[src/rtl/mul_div_unit.sv]
// Execute-stage multiply/divide unit that owns the HI/LO registers.
// Optional MDU_FAST_MUL_EN: single-cycle combinational MULT/MULTU; division stays iterative.
module mul_div_unit #(
   parameter int unsigned WIDTH = 32
) (
   input  logic             clk,
   input  logic             resetn,
   input  logic             start,
   input  logic [4:0]       alucontrol,
   input  logic [WIDTH-1:0] srca,
   input  logic [WIDTH-1:0] srcb,
   input  logic             flush,
   output logic             stall,
   output logic             done,
   output logic [WIDTH-1:0] hi,
   output logic [WIDTH-1:0] lo
);

   localparam int unsigned CW = (WIDTH > 1) ? $clog2(WIDTH) : 1;
   localparam logic [CW-1:0] LAST = CW'(WIDTH - 1);

   typedef enum logic [1:0] {S_IDLE, S_RUN, S_DONE} state_t;

   state_t           state_q;
   logic [CW-1:0]    cnt_q;
   logic [WIDTH-1:0] hi_q, lo_q;
   logic             done_q;
   logic             is_div_q, neg_q, rneg_q;
   logic [WIDTH-1:0] acc_q, low_q, opd_q;
   logic [WIDTH-1:0] acc_d, low_d;

   logic             go, is_mul, is_div, is_mthi, is_mtlo, signed_op, slow_op;
   logic             a_neg, b_neg;
   logic [WIDTH-1:0] a_mag, b_mag;
   logic [WIDTH:0]   shifted, diff, sum;
   logic [2*WIDTH-1:0] prod_mag, prod_res;
   logic [WIDTH-1:0] q_res, r_res;
`ifdef MDU_FAST_MUL_EN
   logic [2*WIDTH-1:0] fast_mag, fast_res;
`endif

   always_comb begin
      go        = start & ~flush;
      is_mul    = (alucontrol[4:1] == 4'b1000);
      is_div    = (alucontrol[4:1] == 4'b1001);
      is_mthi   = (alucontrol == 5'b10100);
      is_mtlo   = (alucontrol == 5'b10101);
      signed_op = ~alucontrol[0];
      a_neg     = signed_op & srca[WIDTH-1];
      b_neg     = signed_op & srcb[WIDTH-1];
      a_mag     = a_neg ? -srca : srca;
      b_mag     = b_neg ? -srcb : srcb;
`ifdef MDU_FAST_MUL_EN
      slow_op   = is_div;
      fast_mag  = {{WIDTH{1'b0}}, a_mag} * {{WIDTH{1'b0}}, b_mag};
      fast_res  = (a_neg ^ b_neg) ? -fast_mag : fast_mag;
`else
      slow_op   = is_div | is_mul;
`endif

      // acc holds the running remainder (div) or upper partial product (mul);
      // low holds the dividend/quotient or multiplier/lower product bits.
      shifted = {acc_q, low_q[WIDTH-1]};
      diff    = shifted - {1'b0, opd_q};
      sum     = {1'b0, acc_q} + (low_q[0] ? {1'b0, opd_q} : '0);
      if (is_div_q) begin
         acc_d = diff[WIDTH] ? shifted[WIDTH-1:0] : diff[WIDTH-1:0];
         low_d = {low_q[WIDTH-2:0], ~diff[WIDTH]};
      end else begin
         {acc_d, low_d} = {sum, low_q[WIDTH-1:1]};
      end

      prod_mag = {acc_d, low_d};
      prod_res = neg_q ? -prod_mag : prod_mag;
      q_res    = neg_q ? -low_d : low_d;
      r_res    = rneg_q ? -acc_d : acc_d;

      stall = (state_q == S_RUN) || ((state_q == S_IDLE) && go && slow_op);
   end

   always_ff @(posedge clk) begin
      if (!resetn) begin
         state_q  <= S_IDLE;
         cnt_q    <= '0;
         hi_q     <= '0;
         lo_q     <= '0;
         done_q   <= 1'b0;
         is_div_q <= 1'b0;
         neg_q    <= 1'b0;
         rneg_q   <= 1'b0;
         acc_q    <= '0;
         low_q    <= '0;
         opd_q    <= '0;
      end else begin
         done_q <= 1'b0;
         case (state_q)
            S_IDLE: begin
               if (go) begin
                  if (is_mthi) begin
                     hi_q <= srca;
                  end else if (is_mtlo) begin
                     lo_q <= srca;
`ifdef MDU_FAST_MUL_EN
                  end else if (is_mul) begin
                     {hi_q, lo_q} <= fast_res;
                     done_q       <= 1'b1;
`endif
                  end else if (slow_op) begin
                     state_q  <= S_RUN;
                     cnt_q    <= '0;
                     is_div_q <= is_div;
                     neg_q    <= a_neg ^ b_neg;
                     rneg_q   <= a_neg;
                     acc_q    <= '0;
                     low_q    <= a_mag;
                     opd_q    <= b_mag;
                  end
               end
            end
            S_RUN: begin
               if (flush) begin
                  state_q <= S_IDLE;
                  cnt_q   <= '0;
               end else begin
                  acc_q <= acc_d;
                  low_q <= low_d;
                  cnt_q <= cnt_q + 1'b1;
                  if (cnt_q == LAST) begin
                     if (is_div_q) begin
                        hi_q <= r_res;
                        lo_q <= q_res;
                     end else begin
                        {hi_q, lo_q} <= prod_res;
                     end
                     state_q <= S_DONE;
                     done_q  <= 1'b1;
                     cnt_q   <= '0;
                  end
               end
            end
            default: state_q <= S_IDLE;
         endcase
      end
   end

   assign done = done_q;
   assign hi   = hi_q;
   assign lo   = lo_q;

endmodule

[config.mk]
export PLATFORM = sky130hd
export DESIGN_NAME = mul_div_unit
export DESIGN_NICKNAME = d
export VERILOG_FILES = /design/src/rtl/mul_div_unit.sv
export SDC_FILE = /design/constraint.sdc
export NUM_CORES = 1
export LEC_CHECK = 0
export BUFFER_PORTS_ARGS = -buffer_cell sky130_fd_sc_hd__clkbuf_2
export CORE_MARGIN = 3
export CORE_UTILIZATION = 40
export CTS_CLUSTER_DIAMETER = 60
export DETAILED_ROUTE_END_ITERATION = 10
export GPL_ROUTABILITY_DRIVEN = 0
export PLACE_DENSITY_LB_ADDON = 0.05
export SLEW_MARGIN = 40
export SYNTH_ARGS = -nofsm -noshare
export SYNTH_HDL_FRONTEND = slang
export SYNTH_SLANG_ARGS = --single-unit
[constraint.sdc]
create_clock -name clk -period 8.5 [get_ports clk]
set_input_delay 0.425 -clock clk [delete_from_list [all_inputs] [get_ports clk]]
set_output_delay 0.425 -clock clk [all_outputs]
set_load 0.02 [all_outputs]
# [After elaboration in Yosys (flattened, before gate mapping)]
# Index checks and enable logic that the tools add are counted.
[totals] register_bits=171 input_bits=73 output_inout_bits=66 wordCells=107
[classes] addsub=8 eq_ne=15 n_mux=49 bitwise_logic=12 reduce_logical=12
[op_table] op="$mux 32" n=29
[op_table] op="$pmux 32 s2" n=4
[op_table] op="$neg 32->32" n=4
[op_table] op="$mux 64" n=1
[op_table] op="$neg 64->64" n=1
[op_table] op="$add 32x32->33" n=1
[op_table] op="$sub 33x32->33" n=1
[op_table] op="$mux 5" n=6
[op_table] op="$reduce_and 5->1" n=4
[op_table] op="$eq 5x5->1 const B" n=3
[op_table] op="$ne 2x2->1 const B" n=7
[op_table] op="$mux 2" n=6
[op_table] op="$reduce_and 6->1" n=2
[op_table] op="$pmux 5 s2" n=1
[op_table] op="$eq 4x4->1 const B" n=2
[op_table] op="$not 1->1" n=7
[op_table] op="$add 5x1->5 const B" n=1
[op_table] op="$pmux 2 s2" n=1
[op_table] op="$and 1x1->1" n=3
[op_table] op="$ne 3x2->1 const B" n=1
[op_table] op="$reduce_or 3->1" n=1
[op_table] op="$eq 2x1->1 const B" n=1
[op_table] op="$logic_and 1x1->1" n=2
[op_table] op="$logic_not 2->1" n=1
[op_table] op="other kinds (6)" n=6

# [Logic depth before layout (Yosys ltp)]
[logic_depth] depth_word=9 ltp_mapped=27 ltp_nobuf=24

# [Least setup slack after synthesis]
# Ideal clock, no wire load.
[synth_path] path_type="register to register" startpoint="register low_q[31]" endpoint="register hi_q[24] (netlist: hi[24])" setup_ns=0.070 arrival_time_ns=5.158 t_required_ns=8.430 slack_ns=3.273 path_stages_with_launch=26 n_path_buf=2 synth_period_minus_slack_ns=5.227 path_cell_list="dfxtp_1 inv_1 ha_1 inv_1 fa_1 a211oi_2 o21ai_2 o221ai_1 a21boi_4 nor3_4 nor2_4 buf_6 clkbuf_1 a21oi_1 ha_1 nor3b_1 o221ai_1 nor4_1 nand3_1 nor2_1 nor2_1 a2111oi_4 nand4bb_2 o31a_1 or2_0 a21oi_1"
[synth_between] elab_chain_len=9 elab_cells_between_ends=13 classes_between="3 x add/sub; 9 x mux; 1 x bitwise"
[synth_rtl] element="start: declaration" line_no="29" source="logic [WIDTH-1:0] acc_q, low_q, opd_q;"
[synth_rtl] element="start signal: assignment" line_no="115" source="low_q <= a_mag;"
[synth_rtl] element="start signal: assignment" line_no="126" source="low_q <= low_d;"
[synth_rtl] element="$sub 33x32->33" line_no="64" source="diff = shifted - {1'b0, opd_q};"
[synth_rtl] element="$mux 32 / $not 1->1 (equally long branches)" line_no="67, 68"
[synth_rtl] element="$mux 32" line_no="66" source="if (is_div_q) begin"
[synth_rtl] element="$neg 64->64 / $neg 32->32 (equally long branches)" line_no="74, 76"
[synth_rtl] element="$mux 64 / $mux 32 (equally long branches)" line_no="74, 76"
[synth_rtl] element="$mux 32 (*)" line_no="129" source="if (is_div_q) begin"
[synth_rtl] element="$mux 32 (*)" line_no="128" source="if (cnt_q == LAST) begin"
[synth_rtl] element="$mux 32 (*)" line_no="121" source="if (flush) begin"
[synth_rtl] element="$pmux 32 s2 (*)" line_no="96" source="case (state_q)"
[synth_rtl] element="end signal: assignment" line_no="100" source="hi_q <= srca;"
[synth_rtl] element="end signal: assignment" line_no="130" source="hi_q <= r_res;"
[synth_rtl] element="end signal: assignment" line_no="133" source="{hi_q, lo_q} <= prod_res;"
[synth_rtl] element="end: declaration" line_no="26" source="logic [WIDTH-1:0] hi_q, lo_q;"
# Mark *: on every way between the ends. The rest lies on a longest branch, timed or not. The select of a mux whose other input is x is not followed.
# A chain may end at the register's enable or synchronous reset.

# [Worst setup path after layout]
[layout_path] startpoint="register opd_q[29]" endpoint="register hi_q[24] (netlist: hi[24])"
[layout_between] elab_chain_len=9 elab_cells_between_ends=13 classes_between="3 x add/sub; 9 x mux; 1 x bitwise"
[layout_rtl] element="start: declaration" line_no="29"
[layout_rtl] element="start signal: assignment" line_no="116" source="opd_q <= b_mag;"
[layout_rtl] element="$sub 33x32->33 (*)" line_no="64"
[layout_rtl] element="$mux 32 / $not 1->1 (equally long branches)" line_no="67, 68"
[layout_rtl] element="$mux 32" line_no="66"
[layout_rtl] element="$neg 64->64 / $neg 32->32 (equally long branches)" line_no="74, 76"
[layout_rtl] element="$mux 64 / $mux 32 (equally long branches)" line_no="74, 76"
[layout_rtl] element="$mux 32 (*)" line_no="129"
[layout_rtl] element="$mux 32 (*)" line_no="128"
[layout_rtl] element="$mux 32 (*)" line_no="121"
[layout_rtl] element="$pmux 32 s2 (*)" line_no="96"
# Marks and branches as above.

==> reports/metrics.yaml <==
timing:
  max_freq_mhz: 147
  worst_slew_pin_slew_ns: 0.889
  finalSetupViolCount: 0
  relSlewSlack_pct: 40.6
  rsz0062_at_grt: "no"
  setup_tns_ns: 0
  fin_crit_ns: 6.78
  finalMaxSlewViolations: 0
  hold_violations: 0
  skew_ns: 0.0139
  fin_crit_sh_pct: 79.8
floorplan:
  pin_count: 139
  die_y_um: 204
  core-area_um2: 38100
  num_rows: 71
  die_w_um: 204
  start_util_pct: 41.1
  die_area_um2: 41600
setup_path:
  worstSetupStartpointType: "flip-flop"
  endpoint_kind: "flip-flop"
  critPathMaxFanout: 28
  path_buf_inv: 1
  r2r-end: "hi[24]"
  reg2regPathDepth: 20
  r2r_start: "opd_q[29]"
  cp_cell_sequence: "inv_1 -> ha_1 -> nand4_1 -> nor4_1 -> o21ai_2 -> a21oi_4 -> nor2_4 -> a21oi_1 -> ha_1 -> nor3b_1 -> o221ai_1 -> nor4_2 -> nand3_1 -> nor2_1 -> nor2_1 -> a2111oi_4 -> nand4bb_2 -> o31a_1 -> or2_0 -> a21oi_1"
  critPathLaunch: "opd_q[29]"
  cpMaxStageDelayCell: "a21oi_4"
  path_delay_family: "simple AND/OR/NAND/NOR gates"
  cp_data_required_time_ns: 8.90
  slowest_delay_ns: 0.72
  r2r_slack_ns: 1.72
  crit_cells: 20
  critPathArrivalTime_ns: 7.18
  critPathKind: "flip-flop to flip-flop"
drt:
  detail_route.iter0.violations: 1554
  dr_total_vias: 17200
  drt-wirelength-per-cell_um: 23.7
  top_layer: "met5"
  final_antenna_net_count: 0
  wl_met1_mm: 30.2
  drt_first_pass_iters: 6
  wl_met2_mm: 28.3
  wl_met3_mm: 5.38
  drc: 0
  vias_per_cell: 6.25
  wl_mm: 65.3
pwr:
  total_power_w: 0.00209
  power-per-cell-area_nw_per_um2: 121
  ir_drop_mv: 0.142
  total_leakage_power_nw: 6.97
synthesis:
  synth_seq_cells: 171
  avgSynthCellArea_um2: 7.20
  synth_area_um2: 15700
  yosysWarnings: 0
  seq_area_frac_synth_pct: 21.8
  ys_types: 104
  synth_fp_nets: 2323
  synth_edf_count: 0
  synthFlopType: "dfxtp_1"
  synthCells: 2178
  ys_async_sr_fraction_pct: 0
global_route:
  antenna_found_initial: 2
  grt_pass1_wl_mm: 98.2
  grt_overflow: 0
  grt_max_degree: 68
  grt_pass1_vias: 15800
  globalRouteTotalUtil_pct: 30.6
placement:
  placed_area_um2: 16700
  port_buffers: 138
  hpwl_mm: 49.4
clock_tree:
  cts-hold-fix-buffers: 0
  cts_resized: 0
  clock_path_buffers: 2
  htreeDepth: 4
  clk_pin_slew_ns: 0.08
  clockRootBuffer: "clkbuf_16"
  cts_inserted_buffers: 17
  postCtsSetupBuffers: 0
  cts.sinks: 171
  cts_tree: "built"
  insertion_delay_ns: 0.47
hold_path:
  hold_path_depth: 3
  worst_hold_path_type: "input pin to flip-flop"
  holdPathEnd: "is_div_q"
  hp-start: "alucontrol[1]"
job:
  max_cap_viol_count: 0
cells_and_area:
  multi_input_area_um2: 11500
  final_cell_area_um2: 17300
  seqCellArea_um2: 3430
  area_delta_synth_final_pct: 10.2
  drive_gt1_share_pct: 12.2
  fin_util_pct: 45.3
  n_fill_cell: 3966
  nets: 2372
outcome:
  run_status: "finished clean"
per-stage QoR:
| step | std cells | setup WS (ns) | hold slack [ns] |
|---|---|---|---|
| global placement | 2719 | 1.98 | 0.433 |
| global route | 2751 | 1.30 | 0.228 |
| detailed placement | 2719 | 1.76 | 0.440 |
| finish | 2753 | 1.72 | 0.226 |
| floorplan | 2178 | 3.27 | 0.423 |
| CTS | 2751 | 1.68 | 0.192 |
state kept, by name, indices dropped and copies added, names as in the netlist, 2 cells and up:
signal / count
lo: 32
hi: 32
state_q: 2
acc_q: 32
opd_q: 32
cnt_q: 5
low_q: 32
cells in the mapped netlist (all sizes together), types with 9 or more instances:
| cell | n | area, um^2 |
|---|---|---|
| a311oi | 21 | 184 |
| a21o | 32 | 240 |
| nand2 | 215 | 807 |
| a21boi | 15 | 124 |
| nand3 | 37 | 190 |
| o221ai | 11 | 103 |
| nor4 | 19 | 131 |
| o21ai | 148 | 752 |
| a41oi | 9 | 78.8 |
| dfxtp | 171 | 3420 |
| inv | 72 | 270 |
| mux2i | 38 | 380 |
| a22oi | 24 | 180 |
| a211oi | 75 | 586 |
| ha | 70 | 876 |
| xor2 | 57 | 499 |
| o31ai | 21 | 190 |
| or3 | 26 | 163 |
| nor3 | 53 | 287 |
| nor2b | 13 | 81.3 |
| nand2b | 16 | 100 |
| and2 | 47 | 294 |
| o21a | 11 | 82.6 |
| nor3b | 13 | 97.6 |
| o211ai | 25 | 188 |
| nor2 | 286 | 1080 |
| clkbuf | 95 | 358 |
| and3 | 22 | 138 |
| a31oi | 51 | 319 |
| buf | 43 | 229 |
| or2 | 10 | 62.6 |
| xnor2 | 85 | 744 |
| or4 | 12 | 90.1 |
| nand4 | 21 | 146 |
| a21oi | 189 | 965 |
power breakdown:
| group | total, W | switching [W] | internal (W) |
|---|---|---|---|
| Sequential | 0.000817 | 0.00000878 | 0.000809 |
| Clock | 0.000792 | 0.000386 | 0.000406 |
| Combinational | 0.000482 | 0.000329 | 0.000153 |
placed cells by master, fill, tap and decap left out, types with 8 or more instances in the layout:
cell,count
a211oi_1,72
a21boi_0,8
a21o_1,32
a21oi_1,186
a22oi_1,24
a311oi_1,21
a31oi_1,50
a41oi_1,9
and2_1,47
and3_1,22
buf_4,30
clkbuf_16,17
clkbuf_2,138
dfxtp_1,170
ha_1,70
inv_1,70
mux2i_1,38
nand2_1,214
nand2b_1,13
nand3_1,36
nand4_1,20
nor2_1,283
nor2b_1,12
nor3_1,48
nor3b_1,13
nor4_1,16
o211ai_1,25
o21a_1,11
o21ai_0,133
o21ai_1,11
o221ai_1,10
o31ai_1,17
or3_1,26
or4_1,12
xnor2_1,85
xor2_1,57
worst max path at each step:
stage / end / slack (ns)
3_5_place_dp: hi[24] / 1.76
2_1_floorplan: hi[24] / 3.27
3_3_place_gp: hi[24] / 1.98
4_1_cts: hi[24] / 1.68
5_1_grt: hi[24] / 1.30
6_report: hi[24] / 1.72
area by class of cell:
cell class,count,share of cell area [%]
multi-input combinational,1797,66.4
sequential,171,19.8
timing repair buffer,168,5.30
tap,511,3.70
clock buffer,19,2.51
inverter,72,1.58
clock inverter,13,0.681
antenna,2,0.0290
layer usage:
layer / track usage (%) / up-vias
met3: 6.26 / 80
met1: 43.8 / 8333
met2: 46.8 / 698
li1: - / 8096
met4: 7.77 / 2
met5: 0 / -
worst reg2reg max path, delay by kind of cell, from the launching register on:
kind | cells | cell delay (ns)
flip-flops | 1 | 0.34
AO/OA/AOI/OAI | 7 | 2.24
adder cells (fa/ha/maj) | 2 | 0.58
buffers and inverters | 1 | 0.07
AND/OR/NAND/NOR | 10 | 3.49
logic make-up after synthesis:
logic type / after synthesis / share of synthesized area, %
DFF: 171 / 21.8
adders and majority gates: 72 / 5.84
and+or+nand+nor: 817 / 25.0
xor gates and xnor gates: 142 / 7.93
muxes: 41 / 2.64
buffers and inverters: 210 / 5.47
AOI/OAI and AO/OA: 725 / 31.3
Power figures use the tool's default switching activity.
